`src/rtl/flag_sequencer.sv`:
```
// Flag slideshow sequencer: steps through NUM_FLAGS colour channels, either on
// next/prev requests or on a frame-count timer, with a left-to-right wipe
// between the outgoing and incoming flag. The pixel colour is registered.
module flag_sequencer #(
  parameter int NUM_FLAGS    = 45,
  parameter int COLOR_W      = 6,
  parameter int DWELL_FRAMES = 180,
  parameter int WIPE_STEP    = 16,
  parameter int SCREEN_W     = 640
) (
  input  logic                          clk,
  input  logic                          rst,
  input  logic                          frame_start,
  input  logic                          next,
  input  logic                          prev,
  input  logic                          auto_en,
  input  logic [9:0]                    pix_x,
  input  logic [9:0]                    pix_y,
  input  logic [NUM_FLAGS*COLOR_W-1:0]  flag_colors,
  output logic [COLOR_W-1:0]            color,
  output logic [7:0]                    selector,
  output logic [7:0]                    count,
  output logic                          busy
);

  // state | meaning
  // IDLE  | showing cur_sel, dwell timer running when auto_en
  // WIPE  | edge at wipe_pos: cur_sel left of it, old_sel right of it

  if (NUM_FLAGS < 2 || NUM_FLAGS > 256) begin : g_bad_num_flags
    $error("flag_sequencer: NUM_FLAGS must be 2..256");
  end
  if (DWELL_FRAMES < 1) begin : g_bad_dwell
    $error("flag_sequencer: DWELL_FRAMES must be >= 1");
  end
  if (WIPE_STEP < 1) begin : g_bad_step
    $error("flag_sequencer: WIPE_STEP must be >= 1");
  end

  typedef enum logic {IDLE, WIPE} state_t;
  typedef enum logic [1:0] {REQ_NONE, REQ_NEXT, REQ_PREV} req_t;

  localparam int              DW_W       = (DWELL_FRAMES > 1) ? $clog2(DWELL_FRAMES) : 1;
  localparam logic [DW_W-1:0] DWELL_LAST = DW_W'(DWELL_FRAMES - 1);
  localparam logic [7:0]      SEL_LAST   = 8'(NUM_FLAGS - 1);

  state_t            state, state_next;
  req_t              req;
  logic [7:0]        cur_sel, old_sel;
  logic [DW_W-1:0]   dwell_cnt;
  logic [10:0]       wipe_pos;
  logic [11:0]       wipe_sum;
  logic [7:0]        sel_inc, sel_dec, chan_sel;
  logic              start, go_prev, wipe_done;
  logic [COLOR_W-1:0] color_d;
  logic              unused_pix_y;

  // Row only matters for raster alignment upstream; nothing here depends on it.
  assign unused_pix_y = ^pix_y;

  // Full 256-entry channel table so an 8-bit index can never fall off the end;
  // entries beyond NUM_FLAGS are unreachable and tied to zero.
  logic [COLOR_W-1:0] chans [256];
  for (genvar g = 0; g < 256; g++) begin : g_chan
    if (g < NUM_FLAGS) begin : g_used
      assign chans[g] = flag_colors[g*COLOR_W +: COLOR_W];
    end else begin : g_pad
      assign chans[g] = '0;
    end
  end

  // Transition triggers and wrap-around neighbours of the current flag.
  always_comb begin
    sel_inc   = (cur_sel == SEL_LAST) ? 8'd0 : cur_sel + 8'd1;
    sel_dec   = (cur_sel == 8'd0) ? SEL_LAST : cur_sel - 8'd1;
    wipe_sum  = {1'b0, wipe_pos} + 12'(WIPE_STEP);
    go_prev   = (req == REQ_PREV);
    start     = (state == IDLE) && frame_start &&
                ((req != REQ_NONE) || (auto_en && (dwell_cnt == DWELL_LAST)));
    wipe_done = (state == WIPE) && frame_start && (wipe_sum >= 12'(SCREEN_W));
  end

  // State register.
  always_ff @(posedge clk) begin
    if (rst) state <= IDLE;
    else     state <= state_next;
  end

  // Next-state logic.
  always_comb begin
    state_next = state;
    case (state)
      IDLE:    if (start)     state_next = WIPE;
      WIPE:    if (wipe_done) state_next = IDLE;
      default: state_next = IDLE;
    endcase
  end

  // Output logic: status outputs and the unregistered pixel choice.
  always_comb begin
    busy     = (state == WIPE);
    selector = cur_sel;
    count    = 8'(NUM_FLAGS);
    chan_sel = ((state == WIPE) && ({1'b0, pix_x} >= wipe_pos)) ? old_sel : cur_sel;
    color_d  = chans[chan_sel];
  end

  // Datapath: request latch, flag indices, dwell timer and wipe edge.
  // A pulse arriving in the cycle a transition starts wins over the clear.
  always_ff @(posedge clk) begin
    if (rst) begin
      req       <= REQ_NONE;
      cur_sel   <= 8'd0;
      old_sel   <= 8'd0;
      dwell_cnt <= '0;
      wipe_pos  <= '0;
    end else begin
      if (next || prev)
        req <= (next && prev) ? REQ_NONE : (next ? REQ_NEXT : REQ_PREV);
      else if (start)
        req <= REQ_NONE;

      if (start) begin
        old_sel  <= cur_sel;
        cur_sel  <= go_prev ? sel_dec : sel_inc;
        wipe_pos <= '0;
      end else if ((state == WIPE) && frame_start) begin
        wipe_pos <= wipe_done ? 11'd0 : wipe_sum[10:0];
      end

      if (!auto_en || start)
        dwell_cnt <= '0;
      else if ((state == IDLE) && frame_start)
        dwell_cnt <= dwell_cnt + DW_W'(1);
    end
  end

  // Registered pixel colour, one cycle behind pix_x.
  always_ff @(posedge clk) begin
    if (rst) color <= '0;
    else     color <= color_d;
  end

endmodule

```
`config.mk`:
```
export PLATFORM = sky130hd
export DESIGN_NAME = flag_sequencer
export DESIGN_NICKNAME = d
export VERILOG_FILES = /design/src/rtl/flag_sequencer.sv
export SDC_FILE = /design/constraint.sdc
export NUM_CORES = 1
export LEC_CHECK = 0
export CAP_MARGIN = 20
export CORE_AREA = 2 2 123 125
export DETAILED_ROUTE_END_ITERATION = 7
export DIE_AREA = 0 0 125 127
export GPL_TIMING_DRIVEN = 0
export HOLD_SLACK_MARGIN = 0.05
export PLACE_DENSITY = 0.79
export SYNTH_ARGS = -nofsm -noshare
export SYNTH_HDL_FRONTEND = slang
export SYNTH_SLANG_ARGS = --single-unit
export TNS_END_PERCENT = 30
```
`constraint.sdc`:
```
create_clock -name clk -period 4.8 [get_ports clk]
set_input_delay 0.48 -clock clk [delete_from_list [all_inputs] [get_ports clk]]
set_output_delay 0.48 -clock clk [all_outputs]
set_load 0.05 [all_outputs]
```
==> results.yml <==
place:
  place_ws_ps: 675
  buffer_ports.inserted: 296
  place.gp.congestion: 0.959
  place_area_um2: 8160
  hpwl_um: 21500
logic_synthesis:
  yosys-top-cells-area: "dfxtp_1 16%, mux2i_1 8.3%, nand2_1 8.3%"
  yosysWarnings: 0
  synth_edf_count: 0
  yosysTopAreaCellShare: 0.162
  synth_cell_types: 68
  yosysSeqAreaShare: 0.162
  avgSynthCellArea_um2: 7.39
  yosys.area.top_type: "dfxtp_1"
  netlist_area_um2: 4940
  synthCells: 669
  ys_async_sr_fraction: 0
  synth-seq-cells: 40
  ys.flop_type: "dfxtp_1"
setup_path:
  cpMostUsedCell: "a211oi_1"
  crit_buf_inv: 2
  critical_path_required_ps: 4990
  reg2reg_from: "wipe_pos[4]"
  r2r_end: "color[2]"
  cpPeakStageDelay_ps: 560
  worst_ep_arrival_time_ps: 3990
  critPathCaptureType: "flip-flop"
  crit_family: "compound AO/OA/AOI/OAI gates"
  r2r_setup_slack_ps: 1130
  worst-path-max-fanout: 10
  crit_type: "input pin to flip-flop"
  critPathLaunchType: "input pin"
  cp_slowest_cell: "a211oi_1"
  crit_chain: "clkdlybuf4s50_1 > ha_1 > a211oi_1 > o31ai_1 > o211ai_4 > buf_2 > and2_1 > a211oi_1 > a2111o_1 > a32o_1 > a21oi_1"
  rr_worst_depth: 11
final_layout:
  nets: 1286
  fillers: 1361
  area_delta_synth_final_pct: 68.5
  fin_area_um2: 8330
  n_antenna_cell: 0
  drive_above_1_share: 0.0724
detailed_routing:
  first_pass_iters: 5
  routed_wirelength_um: 26300
  wire_per_inst_um: 22.6
  via_per_inst: 5.84
  vias: 6800
  ant_nets: 0
  remaining_drc_errors: 0
  drt_iter0_markers: 662
floorplan:
  ios: 319
  die_y_um: 127
  rows: 44
  die_area_um2: 15900
  die_w_um: 125
  start_util: 0.343
  core_area_um2: 14400
global_route:
  overflow: 0
  antenna_found_initial: 2
  grt_pass1_wl_um: 38700
  grt_usage: 0.313
  grt_max_degree: 14
  first_global_vias: 6486
worst_hold_path:
  hold-path-cell-count: 2
  hold_start: "old_sel[7]"
  min_path_type: "flip-flop to flip-flop"
  min_to: "old_sel[7]"
clock_tree:
  cts_hold_buf: 0
  htreeDepth: 2
  clock_sinks: 40
  root_buffer: "clkbuf_16"
  clk_latency_ps: 290
  numCtsBuffers: 5
  cts_resized: 0
  clk_pin_slew_ps: 60
  cts_buffer_depth: 2
  cts_setup_buffers: 0
  cts_tree: "done"
sta:
  setup_tns_ps: 0
  clock.fmax_ghz: 0.263
  max_slew_margin: 0.323
  hold_viol: 0
  finalCriticalPeriod_ps: 3800
  setup_viol: 0
  final_max_slew_viol_count: 0
  worst_pin_slew_ps: 1010
  rsz0062_at_grt: "no"
  finalClockSkew_ps: 4.69
  fin_crit_sh: 0.791
  setup_slack_ps: 1000
job:
  cap_violations: 0
status:
  status: "completed"
pwr:
  ir_drop_v: 0.000271
  leakagePower_nw: 3.04
  powerDensity_nw_per_um2: 158
## synthesized netlist by cell type (14+ instances only)
library cell	count
nand2_1	109
mux2_2	14
dfxtp_1	40
and2_1	21
inv_1	14
o221ai_1	14
a211oi_1	31
buf_2	17
buf_4	15
o21ai_0	18
nor2_1	33
nand3_1	25
mux2i_1	41
a21oi_1	40
clkbuf_1	22
## layout by cell type (no fill, tap or decap), types with 9 or more instances in the layout
cell | netlist | routed
buf_4 | 15 | 15
nand3_1 | 25 | 25
nand2b_1 | 9 | 9
clkbuf_1 | 22 | 22
ha_1 | 11 | 11
a31oi_1 | 9 | 9
mux2_2 | 14 | 14
nand2_1 | 109 | 109
nor3_1 | 13 | 13
o21ai_0 | 18 | 18
buf_2 | 17 | 17
a311o_1 | 10 | 10
inv_1 | 14 | 14
clkdlybuf4s50_1 | 0 | 296
and2_1 | 21 | 21
o22ai_1 | 13 | 13
dfxtp_1 | 40 | 40
o21bai_1 | 11 | 11
o221ai_1 | 14 | 14
a21oi_1 | 40 | 40
nor2_1 | 33 | 33
mux2_1 | 9 | 9
mux2i_1 | 41 | 41
a211oi_1 | 31 | 31
## report_power, final
group / total (mW) / internal (mW) / switching, mW
Combinational: 0.587 / 0.321 / 0.266
Sequential: 0.349 / 0.342 / 0.00687
Clock: 0.385 / 0.244 / 0.140
Total: 1.32 / 0.906 / 0.414
## worst max-delay path by stage
stage	from	to	slack [ps]	depth (start not counted)
after detailed placement	pix_x[8]	color[2]	670	11
after global placement	pix_x[8]	color[3]	660	11
after CTS	pix_x[8]	color[3]	970	11
final	pix_x[8]	color[2]	1000	11
after global routing	pix_x[8]	color[3]	840	11
after floorplan	pix_x[4]	color[4]	1900	12
## metrics by stage
stage	total power [mW]	std cells	utilization	hold WS, ps
after floorplan	0.602	675	-	436
after global placement	0.927	1155	0.566	445
after detailed placement	0.931	1155	0.566	447
after CTS	1.31	1163	0.577	455
after global routing	1.37	1164	0.578	469
final	1.32	1164	0.578	460
## tightest hold or removal path, cell delays in order, from the launching register on
cell,delay (ps)
dfxtp_1,310
nand2_1,50
a21oi_1,50
## logic make-up after synthesis
group	Yosys count	share of synthesized area
AO/OA/AOI/OAI	211	0.323
XOR/XNOR	9	0.0159
adder cells (fa/ha/maj)	11	0.0278
buffers and inverters	71	0.0742
flip-flops	40	0.162
multiplexers	65	0.138
other	2	0.00152
AND/OR/NAND/NOR	260	0.257
## final cells by class
type	count	area, um^2	area share
Multi-Input combinational cell	564	3800	0.456
Inverter	14	52.6	0.00631
Tap cell	184	230	0.0276
Clock buffer	5	125	0.0150
Buffer	57	314	0.0377
Sequential cell	40	801	0.0961
Clock inverter	3	42.5	0.00511
Timing Repair Buffer	297	2970	0.356
## state kept, by name, summed over array words and instances, names as in the netlist
name and flops:
selector 8, dwell_cnt 8, req 2, old_sel 8
wipe_pos 7, busy 1, color 6
## per-layer routing
layer,vias up,routed length [um],global-route usage,share of wire
li1,3153,-,-,-
met1,3175,10800,0.419,0.41
met2,408,11900,0.509,0.45
met3,60,2770,0.0708,0.11
met4,4,763,0.0843,0.029
met5,-,29,0,0.0011
Note: power is estimated with default switching activity, not from simulation.
